### config.mk
export PLATFORM = sky130hd
export DESIGN_NAME = seg_led_shift_ctrl
export DESIGN_NICKNAME = d
export VERILOG_FILES = /design/src/rtl/seg_led_shift_ctrl_pkg.sv /design/src/rtl/seg_led_shift_ctrl_serial_shift_engine.sv /design/src/rtl/seg_led_shift_ctrl.sv
export SDC_FILE = /design/constraint.sdc
export NUM_CORES = 1
export LEC_CHECK = 0
export CAP_MARGIN = 20
export CORE_UTILIZATION = 50
export DETAILED_ROUTE_END_ITERATION = 10
export GPL_TIMING_DRIVEN = 1
export PLACE_DENSITY = 0.87
export SLEW_MARGIN = 20
export SYNTH_ARGS = -nofsm -noshare
export SYNTH_HDL_FRONTEND = slang
export SYNTH_HIERARCHICAL = 1
export SYNTH_SLANG_ARGS = --single-unit
### constraint.sdc
create_clock -name clk -period 1.7 [get_ports clk]
set_input_delay 0.17 -clock clk [delete_from_list [all_inputs] [get_ports clk]]
set_output_delay 0.17 -clock clk [all_outputs]
set_load 0.01 [all_outputs]
### src/rtl/seg_led_shift_ctrl_pkg.sv
// seg_led_shift_ctrl_pkg: shared state, channel ids and default sizes for the seg/led serial controller
package seg_led_shift_ctrl_pkg;
  typedef enum logic [2:0] {IDLE, LOAD, LOW, HIGH, LATCH} state_t;
  localparam logic CH_SEG = 1'b0;
  localparam logic CH_LED = 1'b1;
  localparam int DEF_SEG_BITS = 64;
  localparam int DEF_LED_BITS = 16;
  localparam int DEF_CLK_DIV = 4;
endpackage

### src/rtl/seg_led_shift_ctrl_serial_shift_engine.sv
// serial_shift_engine: shifts one granted word MSB-first with divided clock, then latches
module serial_shift_engine
  import seg_led_shift_ctrl_pkg::*;
#(
  parameter int W       = DEF_SEG_BITS,
  parameter int CLK_DIV = DEF_CLK_DIV,
  parameter int BW      = $clog2(W)
) (
  input  logic          clk,
  input  logic          rst,
  input  logic          start,
  input  logic [W-1:0]  word,
  input  logic [BW-1:0] last,
  output logic          busy,
  output logic          load,
  output logic          sclk,
  output logic          sdo,
  output logic          pen,
  output logic          done
);
  localparam int DW = CLK_DIV > 1 ? $clog2(CLK_DIV) : 1;
  localparam logic [DW-1:0] DIV_LAST = DW'(CLK_DIV - 1);
  state_t state;
  logic [DW-1:0] divcnt;
  logic [BW-1:0] bitcnt;
  logic [W-1:0] sr;
  logic div_end;
  assign div_end = divcnt == DIV_LAST;
  assign busy = state != IDLE;
  assign load = state == LOAD;
  always_ff @(posedge clk) begin
    if (rst) begin
      state  <= IDLE;
      divcnt <= '0;
      bitcnt <= '0;
      sr     <= '0;
      sclk   <= 1'b0;
      sdo    <= 1'b0;
      pen    <= 1'b1;
      done   <= 1'b0;
    end else begin
      done <= 1'b0;
      case (state)
        IDLE: if (start) state <= LOAD;
        LOAD: begin
          sr     <= word;
          bitcnt <= last;
          pen    <= 1'b0;
          sdo    <= word[W-1];
          divcnt <= '0;
          state  <= LOW;
        end
        LOW: begin
          divcnt <= div_end ? '0 : divcnt + 1'b1;
          if (div_end) begin
            sclk  <= 1'b1;
            state <= HIGH;
          end
        end
        HIGH: begin
          divcnt <= div_end ? '0 : divcnt + 1'b1;
          if (div_end) begin
            sclk <= 1'b0;
            if (bitcnt == '0) state <= LATCH;
            else begin
              sr     <= sr << 1;
              sdo    <= sr[W-2];
              bitcnt <= bitcnt - 1'b1;
              state  <= LOW;
            end
          end
        end
        LATCH: begin
          divcnt <= div_end ? '0 : divcnt + 1'b1;
          if (div_end) begin
            pen   <= 1'b1;
            sdo   <= 1'b0;
            done  <= 1'b1;
            state <= IDLE;
          end
        end
        default: state <= IDLE;
      endcase
    end
  end
endmodule

### src/rtl/seg_led_shift_ctrl.sv
// seg_led_shift_ctrl: pending buffers and round-robin arbiter sharing one shift engine across seg/led chains
module seg_led_shift_ctrl
  import seg_led_shift_ctrl_pkg::*;
#(
  parameter int CLK_DIV  = DEF_CLK_DIV,
  parameter int SEG_BITS = DEF_SEG_BITS,
  parameter int LED_BITS = DEF_LED_BITS
) (
  input  logic                clk,
  input  logic                rst,
  input  logic                seg_wr,
  input  logic [SEG_BITS-1:0] seg_wdata,
  input  logic                led_wr,
  input  logic [LED_BITS-1:0] led_wdata,
  output logic                seg_busy,
  output logic                led_busy,
  output logic                seg_done,
  output logic                led_done,
  output logic                seg_clk,
  output logic                seg_do,
  output logic                seg_pen,
  output logic                seg_clr_n,
  output logic                led_clk,
  output logic                led_do,
  output logic                led_pen,
  output logic                led_clr_n
);
  localparam int BW = $clog2(SEG_BITS > LED_BITS ? SEG_BITS : LED_BITS);
  logic seg_pend, led_pend, gnt, clr_n, start, nxt, seg_sel, act;
  logic eng_busy, eng_load, eng_clk, eng_do, eng_pen, eng_done;
  logic [SEG_BITS-1:0] seg_buf, word;
  logic [LED_BITS-1:0] led_buf;
  logic [BW-1:0] last;
  // gnt doubles as the last-served pointer; reset to led so seg wins the first tie
  assign start = !eng_busy && (seg_pend || led_pend);
  assign nxt = seg_pend && led_pend ? ~gnt : (seg_pend ? CH_SEG : CH_LED);
  assign seg_sel = gnt == CH_SEG;
  assign act = eng_busy || eng_done;
  assign word = seg_sel ? seg_buf : SEG_BITS'(led_buf) << (SEG_BITS - LED_BITS);
  assign last = seg_sel ? BW'(SEG_BITS - 1) : BW'(LED_BITS - 1);
  always_ff @(posedge clk) begin
    if (rst) begin
      seg_pend <= 1'b0;
      led_pend <= 1'b0;
      gnt      <= CH_LED;
      clr_n    <= 1'b0;
      seg_buf  <= '0;
      led_buf  <= '0;
    end else begin
      clr_n    <= 1'b1;
      if (start) gnt <= nxt;
      seg_pend <= seg_wr || (seg_pend && !(eng_load && seg_sel));
      led_pend <= led_wr || (led_pend && !(eng_load && !seg_sel));
      if (seg_wr) seg_buf <= seg_wdata;
      if (led_wr) led_buf <= led_wdata;
    end
  end
  serial_shift_engine #(.W(SEG_BITS), .CLK_DIV(CLK_DIV), .BW(BW)) u_eng (
    .clk(clk), .rst(rst), .start(start), .word(word), .last(last),
    .busy(eng_busy), .load(eng_load), .sclk(eng_clk), .sdo(eng_do),
    .pen(eng_pen), .done(eng_done)
  );
  assign seg_busy  = seg_pend || (seg_sel && act);
  assign led_busy  = led_pend || (!seg_sel && act);
  assign seg_done  = seg_sel && eng_done;
  assign led_done  = !seg_sel && eng_done;
  assign seg_clk   = seg_sel && eng_clk;
  assign seg_do    = seg_sel && eng_do;
  assign seg_pen   = seg_sel ? eng_pen : 1'b1;
  assign led_clk   = !seg_sel && eng_clk;
  assign led_do    = !seg_sel && eng_do;
  assign led_pen   = seg_sel ? 1'b1 : eng_pen;
  assign seg_clr_n = clr_n;
  assign led_clr_n = clr_n;
endmodule

==> results.sh <==
export IMPL_outcome="finished with violations"
export IMPL_violations="DRC"
export IMPL_finalWorstSetupSlack_ns=0.0301
export IMPL_place_congestion=0.740
export IMPL_worst_setup_path_type="flop to primary output"
export IMPL_core_sq_um=14700
export IMPL_hold_slack_ns=0.129
export IMPL_ioPinCount=96
export IMPL_yosysSeqAreaShare_pct=42.5
export IMPL_ir_drop_mv=0.917
export IMPL_setup_viol=0
export IMPL_clk_pin_slew_ns=0.06
export IMPL_yosys_top_cells_count="nor2_1 (164), dfxtp_1 (162), mux2i_1 (143)"
export IMPL_dp_worst_setup_slack_ns=0.0193
export IMPL_grt_max_degree=63
export IMPL_finalPower_uw=13600
export IMPL_synth_top_area_share_pct=42.5
export IMPL_rows=44
export IMPL_cts_root_buf="clkbuf_16"
export IMPL_hold_violations=0
export IMPL_yosys_warnings=6
export IMPL_post_drt_wl_per_cell_um=14.7
export IMPL_grt_overflow=0
export IMPL_r2r_slack_ns=0.07
export IMPL_cts_tree="yes"
export IMPL_whs_path_depth=2
export IMPL_die_h_um=126
export IMPL_clk_latency_ns=0.42
export IMPL_crit_fanout=4
export IMPL_fin_skew_ns=0.00780
export IMPL_maxCapViolations=0
export IMPL_viasPerCell=5.32
export IMPL_postPlaceCellArea_sq_um=8700
export IMPL_power_density_nw_per_um2=1450
export IMPL_hpwl_um=9360
export IMPL_dieArea_sq_um=15800
export IMPL_top_layer="met4"
export IMPL_synthToLayoutAreaGrowth_pct=22.5
export IMPL_antenna_found_initial=0
export IMPL_cp_arrival_ns=1.50
export IMPL_async_reset_ff_share_pct=0
export IMPL_synthDistinctLibCells=49
export IMPL_initialDrtViolationCount=364
export IMPL_yosysMostFrequentCell="nor2_1"
export IMPL_start_util_pct=52.0
export IMPL_grt_pass1_wl_um=25200
export IMPL_antenna_cells=0
export IMPL_fmax_mhz=599
export IMPL_yosysTopAreaCell="dfxtp_1"
export IMPL_gr_usage_all_layers_pct=19.6
export IMPL_ant_nets=0
export IMPL_hold_class="input port to flop"
export IMPL_synth_ff_type="dfxtp_1"
export IMPL_p_leak_uw=0.00401
export IMPL_wl_met2_um=7120
export IMPL_layout_worst_path_cycle_share_pct=98.2
export IMPL_synth_enable_flop_cells=0
export IMPL_drv_slew=0
export IMPL_critPathLaunchType="flop"
export IMPL_fin_area_sq_um=9360
export IMPL_synth_top_cells_by_area="dfxtp_1 (42%), mux2i_1 (19%), a211oi_2 (10%)"
export IMPL_cts_sink_count=162
export IMPL_yosys_register_bits=162
export IMPL_wl_met1_um=7300
export IMPL_nets=925
export IMPL_reg2reg_from="u_eng/bitcnt[0]"
export IMPL_wirelength_um=15200
export IMPL_min_to="seg_buf[42]"
export IMPL_port_buffers=95
export IMPL_syn_avg_cell_area_sq_um=10.1
export IMPL_rsz0062_at_grt="true"
export IMPL_clock_path_buffers=2
export IMPL_worstSetupEndpointType="primary output"
export IMPL_min_delay_start="rst"
export IMPL_period_minus_slack_ns=1.67
export IMPL_netlist_area_sq_um=7640
export IMPL_wl_met3_um=644
export IMPL_cp_required_ns=1.53
export IMPL_fp_dieW_um=126
export IMPL_r2r_end="u_eng/sr[33]"
export IMPL_drc_errors=6
export IMPL_drtPass1Iterations=8
export IMPL_r2r_cells=7
export IMPL_vias=5511
export IMPL_final_layout_size_suffix_gt1_share_pct=19.2
export IMPL_htreeDepth=4
export IMPL_netlist_instances=754
export IMPL_grt_pass1_vias=5327
export IMPL_cts_buffers=17
-- where the power goes --
part / internal (uW) / switching (uW) / leakage, uW
registers: 4690 / 508 / 0.00133
clock network: 2030 / 1550 / 0.000267
logic: 2240 / 2550 / 0.00241
-- critical path, cell delays in order (launching register included) --
cell and delay, ns:
dfxtp_1 0.31, or3_4 0.41, nor2_4 0.11, o21bai_1 0.09
buf_2 0.16
-- worst max-delay path by stage --
| stage | from | to | slack (ns) | cells past startpoint |
|---|---|---|---|---|
| finish | u_eng/state[0] | seg_busy | 0.03 | 4 |
| global route | u_eng/state[1] | u_eng/bitcnt[5] | -0.04 | 6 |
| CTS | u_eng/done | seg_done | -0.01 | 2 |
| detailed placement | u_eng/bitcnt[0] | u_eng/sr[33] | 0.02 | 7 |
| global placement | u_eng/bitcnt[0] | u_eng/sr[36] | 0.09 | 7 |
| floorplan | u_eng/state[1] | u_eng/state[0] | 0.02 | 8 |
-- final cells by class --
cell class,instances,area [sq um]
Clock buffer,21,480
Clock inverter,11,80.1
Fill cell,1147,5340
Inverter,6,22.5
Multi-Input combinational cell,525,3960
Sequential cell,162,3250
Tap cell,184,230
Timing Repair Buffer,126,1330
-- registers in the layout, indices dropped and copies added, names as in the netlist --
register / count
led_clr_n: 1
u_eng/sdo: 1
u_eng/state: 3
led_pend: 1
u_eng/sr: 63
seg_buf: 64
u_eng/done: 1
seg_pend: 1
led_buf: 16
u_eng/divcnt: 2
u_eng/pen: 1
u_eng/bitcnt: 6
gnt: 1
u_eng/sclk: 1
-- cell families after synthesis --
group           share of synthesized area [%]
fa+ha+maj                               0.492
flops                                    42.5
simple gates                             15.4
buf+inv                                  6.39
compound gates                           14.0
mux                                      21.2
other cells                            0.0491
-- cells in the final DEF, fill, tap and decap left out, types with 3 or more instances in the layout --
master           count
clkbuf_8             4
nor2_1             163
o21ai_0             11
a21oi_1             10
clkinv_4             3
dlymetal6s2s_1       3
clkinv_2             3
clkbuf_16           18
nor2b_1             52
mux2i_1            143
dlygate4sd2_1        4
dfxtp_2              5
conb_1               4
a211oi_2            63
dfxtp_1            156
clkdlybuf4s50_1     84
buf_12              11
inv_1                6
a211oi_1             3
ha_1                 3
clkinvlp_4           4
nand2_1              9
nand2b_1             4
nand3_1              3
buf_4               19
and2_1               6
mux2_2              17
-- per-layer routing --
layer  vias up  track usage (%)
met4         0             5.52
li1       2768                -
met1      2620             26.3
met2       110             31.0
met5         -                0
met3        13             5.09
-- metrics by stage --
stage                     util [%]  cells  TNS (ns)
after CTS                     63.2   1031   -0.0129
final                         63.6   1035         0
after global routing          63.6   1035   -0.0593
after floorplan                  -    757         0
after global placement        59.2    996         0
after detailed placement      59.2    996         0
-- timing repair --
| item | CTS | global route |
|---|---|---|
| endpoints found under the setup margin | 13 | 60 |
| buffers inserted | 3 | 2 |
| pin swaps | 0 | 5 |
| resized for setup | 18 | 9 |
| gates cloned | 0 | 2 |
| hold buffers | 0 | 0 |
(Power assumes the default switching activity.)
